### config.mk
export PLATFORM = sky130hd
export DESIGN_NAME = fetch_stage
export DESIGN_NICKNAME = d
export VERILOG_FILES = /design/src/rtl/fetch_pkg.sv /design/src/rtl/fetch_stage_pc_next_sel.sv /design/src/rtl/fetch_stage.sv
export SDC_FILE = /design/constraint.sdc
export NUM_CORES = 1
export LEC_CHECK = 0
export CORE_AREA = 5 5 107 109
export DETAILED_ROUTE_END_ITERATION = 6
export DIE_AREA = 0 0 112 114
export GPL_ROUTABILITY_DRIVEN = 0
export PLACE_DENSITY_LB_ADDON = 0.1
export SYNTH_ARGS = -nofsm -noshare
export SYNTH_HDL_FRONTEND = slang
export SYNTH_HIERARCHICAL = 1
export SYNTH_SLANG_ARGS = --single-unit
### constraint.sdc
create_clock -name clk -period 4.05 [get_ports clk]
set_input_delay 0.81 -clock clk [delete_from_list [all_inputs] [get_ports clk]]
set_output_delay 0.81 -clock clk [all_outputs]
set_load 0.02 [all_outputs]
### src/rtl/fetch_pkg.sv
// Shared definitions for the instruction-fetch stage: FSM encodings,
// the per-edge action chosen by the PC selector, and default constants.
package fetch_pkg;

    // Default PC / instruction-memory byte-address width.
    localparam int ADDR_W_DEF = 8;

    // Instruction injected into IF/ID on a flush: sll $0,$0,0.
    localparam logic [31:0] NOP_INSTR_DEF = 32'h0000_0000;

    // Fetch FSM. BOOT spends one cycle after reset before fetching starts;
    // HOLD is entered while the hazard unit stalls the front end.
    typedef enum logic [1:0] {
        BOOT = 2'd0,
        RUN  = 2'd1,
        HOLD = 2'd2
    } fetch_state_e;

    // What the fetch stage does on the coming edge. Decided once, in
    // pc_next_sel, so the PC, IF/ID register and counters all agree.
    typedef enum logic [1:0] {
        ACT_IDLE     = 2'd0,  // BOOT (or illegal state): hold everything
        ACT_REDIRECT = 2'd1,  // load aligned target, flush IF/ID
        ACT_STALL    = 2'd2,  // hold PC and IF/ID
        ACT_FETCH    = 2'd3   // capture instruction, advance PC
    } fetch_act_e;

endpackage

### src/rtl/fetch_stage_pc_next_sel.sv
// Combinational next-PC selector. Chooses between holding the PC,
// sequential PC+4 and the word-aligned redirect target, and reports which
// action was taken. Priority: BOOT > redirect > stall > normal fetch.
module pc_next_sel
    import fetch_pkg::*;
#(
    parameter int ADDR_W = ADDR_W_DEF
) (
    input  fetch_state_e        state,
    input  logic                stall,
    input  logic                redirect,
    input  logic [ADDR_W-1:0]   pc,
    input  logic [ADDR_W-1:0]   redirect_pc,
    output logic [ADDR_W-1:0]   pc_next,
    output logic [ADDR_W-1:0]   pc_plus4,
    output fetch_act_e          action
);

    logic [ADDR_W-1:0] redirect_aligned;

    // PC arithmetic wraps modulo 2^ADDR_W; the carry out is simply dropped.
    assign pc_plus4 = pc + ADDR_W'(4);

    // Branch/jump targets are forced to a word boundary.
    assign redirect_aligned = redirect_pc & ~ADDR_W'(3);

    // Select the action and next PC; stall/redirect are ignored in BOOT.
    always_comb begin
        // NOTE: every output gets a default first, so no path through the
        // case/if tree leaves a value unassigned and no latch is inferred.
        action  = ACT_IDLE;
        pc_next = pc;
        case (state)
            RUN, HOLD: begin
                if (redirect) begin
                    action  = ACT_REDIRECT;
                    pc_next = redirect_aligned;
                end else if (stall) begin
                    action  = ACT_STALL;
                end else begin
                    action  = ACT_FETCH;
                    pc_next = pc_plus4;
                end
            end
            default: begin
                // BOOT and the unused encoding hold the PC.
            end
        endcase
    end

endmodule

### src/rtl/fetch_stage.sv
// Instruction-fetch stage of the 5-stage MIPS32 pipeline. Owns the PC,
// drives the combinational instruction-memory address, holds the IF/ID
// pipeline register and keeps two saturating performance counters.
module fetch_stage
    import fetch_pkg::*;
#(
    parameter int                 ADDR_W    = ADDR_W_DEF,
    parameter int                 DATA_W    = 32,
    parameter logic [ADDR_W-1:0]  RESET_PC  = '0,
    parameter logic [DATA_W-1:0]  NOP_INSTR = DATA_W'(NOP_INSTR_DEF),
    parameter int                 CNT_W     = 16
) (
    input  logic                clk,
    input  logic                reset,
    input  logic                stall_i,
    input  logic                redirect_i,
    input  logic [ADDR_W-1:0]   redirect_pc_i,
    output logic [ADDR_W-1:0]   imem_addr_o,
    input  logic [DATA_W-1:0]   imem_data_i,
    output logic [DATA_W-1:0]   ifid_ir_o,
    output logic [ADDR_W-1:0]   ifid_pc_o,
    output logic [ADDR_W-1:0]   ifid_pc4_o,
    output logic                ifid_valid_o,
    output logic [1:0]          fetch_state_o,
    output logic [CNT_W-1:0]    fetch_cnt_o,
    output logic [CNT_W-1:0]    stall_cnt_o
);

    fetch_state_e      state;
    fetch_state_e      state_next;
    fetch_act_e        action;
    logic [ADDR_W-1:0] pc;
    logic [ADDR_W-1:0] pc_next;
    logic [ADDR_W-1:0] pc_plus4;

    pc_next_sel #(
        .ADDR_W      (ADDR_W)
    ) u_pc_next_sel (
        .state       (state),
        .stall       (stall_i),
        .redirect    (redirect_i),
        .pc          (pc),
        .redirect_pc (redirect_pc_i),
        .pc_next     (pc_next),
        .pc_plus4    (pc_plus4),
        .action      (action)
    );

    // Instruction memory is read combinationally at the current PC.
    assign imem_addr_o   = pc;
    assign fetch_state_o = state;

    // FSM state register; reset always returns to BOOT.
    always_ff @(posedge clk) begin
        // NOTE: sequential state uses non-blocking assignments so every
        // register samples pre-edge values regardless of statement order.
        if (reset) begin
            state <= BOOT;
        end else begin
            state <= state_next;
        end
    end

    // Next-state logic: a redirect always lands in RUN, a bare stall in HOLD.
    always_comb begin
        state_next = BOOT;
        case (state)
            BOOT:      state_next = RUN;
            RUN, HOLD: state_next = (stall_i && !redirect_i) ? HOLD : RUN;
            default:   state_next = BOOT;
        endcase
    end

    // PC and IF/ID register; a redirect flushes the instruction but keeps
    // the previous ifid_pc/ifid_pc4 (they are don't-care behind a bubble).
    always_ff @(posedge clk) begin
        if (reset) begin
            pc           <= RESET_PC;
            ifid_ir_o    <= NOP_INSTR;
            ifid_pc_o    <= '0;
            ifid_pc4_o   <= '0;
            ifid_valid_o <= 1'b0;
        end else begin
            pc <= pc_next;
            case (action)
                ACT_FETCH: begin
                    ifid_ir_o    <= imem_data_i;
                    ifid_pc_o    <= pc;
                    ifid_pc4_o   <= pc_plus4;
                    ifid_valid_o <= 1'b1;
                end
                ACT_REDIRECT: begin
                    ifid_ir_o    <= NOP_INSTR;
                    ifid_valid_o <= 1'b0;
                end
                default: begin
                    // Stall / BOOT: IF/ID holds.
                end
            endcase
        end
    end

    // Performance counters; they stick at all-ones instead of wrapping.
    always_ff @(posedge clk) begin
        if (reset) begin
            fetch_cnt_o <= '0;
            stall_cnt_o <= '0;
        end else begin
            if (action == ACT_FETCH && fetch_cnt_o != '1) begin
                fetch_cnt_o <= fetch_cnt_o + 1'b1;
            end
            if (action == ACT_STALL && stall_cnt_o != '1) begin
                stall_cnt_o <= stall_cnt_o + 1'b1;
            end
        end
    end

endmodule

# Word level (Yosys, flattened, before mapping)
# Index checks and enable logic that the tools add are counted.
# Widths: inputs -> output; s select.
# op_classes
addsub,3
eq_ne,8
mux,9
n_reduce_logical,8
# ops
op,n
$pmux 32 s2,1
$add 16x1->16 const B,2
$ne 16x16->1 const B,2
$mux 8,2
$add 8x3->8 const B,1
$eq 2x2->1 const B,3
$mux 2,3
$eq 2x1->1 const B,2
$pmux 2 s2,1
$logic_and 1x1->1,3
$logic_not 2->1,1
$ne 2x1->1 const B,1
$pmux 1 s2,1
$reduce_and 2->1,1
$reduce_bool 2->1,1
$reduce_or 2->1,1
$logic_not 1->1,1
$mux 1,1
# word_totals
register_bits,91
input_bits,44
output_inout_bits,91
word_cells,36

# Depth between registers and ports, before layout
# depth
ltp_word,5
mapped_depth,9
depth_no_buf,7

# Cells and area by module
# The synthesis kept the hierarchy.
# by_module_without_submodules
module,n_inst,cells_per_inst,area_each_um2,seq_area_each_um2
fetch_stage,1,427,3748.6,1821.7
pc_next_sel,1,46,296.5,0.0

# Least setup slack after synthesis
# No wires, ideal clock.
# synth_timing
kind,input to register
start,input port redirect_i
end,register stall_cnt_o[9]
setup_ns,0.121
t_arrival_ns,2.221
t_required_ns,3.929
setup_slack_ns,1.708
cell_stages,6
path_buffers,1
cell_sequence,clkbuf_1 nor2_1 nor2b_4 nand4_2 nor4b_1 mux2_2
# synth_via
elab_chain_cells,4
# synth_rtl
element,line_no,source
"start, declared",fetch_stage.sv:16,"input logic redirect_i,"
$mux 2,fetch_stage_pc_next_sel.sv:35,if (redirect) begin
$mux 2,fetch_stage_pc_next_sel.sv:33,case (state)
via action[1],fetch_stage.sv:31,fetch_act_e action;
$eq 2x2->1,fetch_stage.sv:112,if (action == ACT_STALL && stall_cnt_o != '1) begin
$logic_and 1x1->1,fetch_stage.sv:112,
"end signal, assigned",fetch_stage.sv:113,stall_cnt_o <= stall_cnt_o + 1'b1;
"end, declared",fetch_stage.sv:26,output logic [CNT_W-1:0] stall_cnt_o
# The timed path passes the listed nets, and every way through them passes these cells.
# A chain may end at the register's enable or synchronous reset.

# Final worst setup path
# layout_timing
start,input port redirect_i
end,register fetch_cnt_o[12]
# layout_via
elab_chain_cells,4
# layout_rtl
element,line_no,source
$mux 2,fetch_stage_pc_next_sel.sv:35,
$mux 2,fetch_stage_pc_next_sel.sv:33,
via action[1],fetch_stage.sv:31,
$eq 2x2->1,fetch_stage.sv:109,if (action == ACT_FETCH && fetch_cnt_o != '1) begin
$logic_and 1x1->1,fetch_stage.sv:109,
"end signal, assigned",fetch_stage.sv:110,fetch_cnt_o <= fetch_cnt_o + 1'b1;
"end, declared",fetch_stage.sv:25,"output logic [CNT_W-1:0] fetch_cnt_o,"
# The timed path passes the listed nets, and every way through them passes these cells.

==> run metrics <==
worst-margin pin slew 695.9 ps; largest net degree at the start of global routing 48; final core occ 54.41%; Pwr per Cell Area 325.2 nW/um^2; Clock Latency Late Sink 360 ps; initial antenna violation count 0; Setup Fix Bufs, Post-CTS 0; Synth Instances 473; Clock Power Share 38.3%; post-synth top area share 45.04%; fmax 319.5 MHz; Worst Setup Path Type in -> reg; Synthesis Warnings 6; Post-Place Cell Area 5480 um^2; most frequent cells in the layout clkdlybuf4s50_1 (131), dfxtp_1 (91), a21oi_1 (69), nand2_1 (50), nor2_1 (47); GRT Total Usage 16.67%; 1st-pass router iterations 4; vias in the first global route 3,643; Adder-Cell Fraction of Synth Area 1.547%; sw frac 24.76%; Int Pwr 1.399 mW; H-Tree Depth 3; net count after synthesis 522; CTS tree done; antenna viol nets, final 0; main combinational cell family by area after synthesis simple AND/OR/NAND/NOR gates; CTS Sinks 91; Fill cells 947; Setup violations, final 0; drt total wl 10,810 um; Final Critical Period 3130 ps; Psw 0.4603 mW; Post-Synth Simple-Gate Area 29.20%; status completed; gr busiest metal met2; Async SR Flop Fraction 0%; Post-CTS Resized 0; drt initial violations 156; via count 3,792; Worst EP arrival 3430 ps; number of CTS-inserted buffers 9; post-synthesis compound-gate area fraction 16.73%; Final Skew 9.737 ps; post-synth top area cell dfxtp_1; Reg power frac 50.1%; CP endpoint kind flop; Fin. Hold Viols 0; Logic pwr share 11.6%; diode count 0; max_cap viols 0; sequential-to-total area share from yosys stat 45.04%; Post-Synth XOR/XNOR Area 1.701%; initial core utilization 38.50%; count of hold-fix buffers inserted at cts 0; core footprint 10,510 um^2; hpwl dp 7655 um; Required @ worst endpoint 4350 ps; IO Port Bufs 132; Post-synth EDFFs 0; met2 Usage GRT 27.02%; Fin Setup TNS 0 ps; number of nets in the layout 647; RSZ-0062 raised after global routing no; total grt overflow 0; synthesized area per cell 8.552 um^2; Slew Viols, Final 0; die area 12,770 um^2; Ports 135; CTS max path bufs 2; Startpoint Class input pin; Layout area overhead 41.32%; root buf cell clkbuf_8; met3 track demand over resource 5.517%; post-synthesis cell type count 61; Syn Std Cell Area 4045 um^2; DRC Markers 0; clock transition at the registers of the reported paths 100 ps; Max-slew headroom 53.18%; die span in x 112 um; first-pass GRT wire length 17,660 um; VDD IR max 0.1960 mV; Die Ht 114 um; Hold Crit Class reg -> reg; CP Max Fanout 30; routing usage on met1 20.79%; share of layout cells above drive strength 1 7.131%; Vias/cell 5.104; Wirelength per Cell 14.55 um; static leakage 2.006 nW; post-synthesis mux area share 2.134%; Tot Pwr 1.859 mW; Yosys reg bits 91; Synth Flop Type dfxtp_1; commonest non-fill, non-tap cell in the layout clkdlybuf4s50_1; number of core rows 38; final worst-path cycle share 77.27%; fin area 5717 um^2; Synth area leaders dfxtp_1 (45%), a21oi_1 (8.5%), nor2b_1 (7.1%)
## logic make-up after synthesis
| logic type | Yosys count |
|---|---|
| adder cells (fa/ha/maj) | 5 |
| multiplexers | 8 |
| buffers and inverters | 36 |
| AO/OA/AOI/OAI | 111 |
| flip-flops | 91 |
| XOR/XNOR | 7 |
| AND/OR/NAND/NOR | 215 |
## power groups by stage
| stage | clock, mW | combinational [mW] | sequential, mW |
|---|---|---|---|
| 2_1_floorplan | 0 | 0.0941 | 0.971 |
| 3_3_place_gp | 0 | 0.216 | 0.951 |
| 3_5_place_dp | 0 | 0.218 | 0.951 |
| 4_1_cts | 0.738 | 0.219 | 0.931 |
| 5_1_grt | 0.778 | 0.234 | 0.934 |
| 6_report | 0.712 | 0.216 | 0.931 |
## per-layer routing
layer	up-vias	wire, um	part of all wire, %
met2	104	5157	48
met4	0	157	1.5
met5	-	0	0
met3	13	840	7.8
li1	1916	-	-
met1	1759	4659	43
## cells in the mapped netlist, drive strengths merged, types with 6 or more instances
library cell / n
dfxtp: 91
a21oi: 69
nand2: 50
nor3: 9
o31ai: 9
inv: 12
nor4: 6
or3: 9
nor2: 47
o21ai: 11
buf: 10
nor2b: 47
nand4: 10
clkbuf: 14
or4: 9
nand3: 11
## layout make-up
class | count | area (um^2) | area share [%]
Clock buffer | 11 | 151.4 | 2.648
Clock inverter | 5 | 85.08 | 1.488
Inverter | 12 | 45.04 | 0.7879
Multi-Input combinational cell | 346 | 2077 | 36.33
Sequential cell | 91 | 1822 | 31.87
Tap cell | 140 | 175.2 | 3.064
Timing Repair Buffer | 138 | 1361 | 23.81
## state kept, by name, indices dropped and copies added (netlist names)
signal	flops
fetch_state_o	2
imem_addr_o	8
ifid_ir_o	32
fetch_cnt_o	16
stall_cnt_o	16
ifid_pc4_o	8
ifid_pc_o	8
ifid_valid_o	1
## path summary, 6_finish.rpt
check | to | depth (start not counted) | start | slack [ps]
worst min-delay path | ifid_pc4_o[2] | 2 | ifid_pc4_o[2] | 460
worst min register to register | ifid_pc4_o[2] | 2 | ifid_pc4_o[2] | 460
worst max-delay path | fetch_cnt_o[12] | 7 | redirect_i | 920
worst max register to register | fetch_cnt_o[12] | 7 | fetch_state_o[1] | 1320
## critical path, cell delays in order
cell and delay [ps]:
clkdlybuf4s50_1 560, buf_4 240, nor2_1 210, and2_2 600
nand3_1 360, or4_1 480, a21oi_1 160
## through the flow
stage / setup slack (ps) / cells / hold slack (ps)
floorplan: 1708 / 473 / 534.5
CTS: 933.2 / 743 / 463.5
global route: 702.0 / 743 / 479.7
global placement: 591.5 / 727 / 442.5
finish: 920.4 / 743 / 459.7
detailed placement: 551.5 / 727 / 448.8
Note: power is estimated with default switching activity, not from simulation.
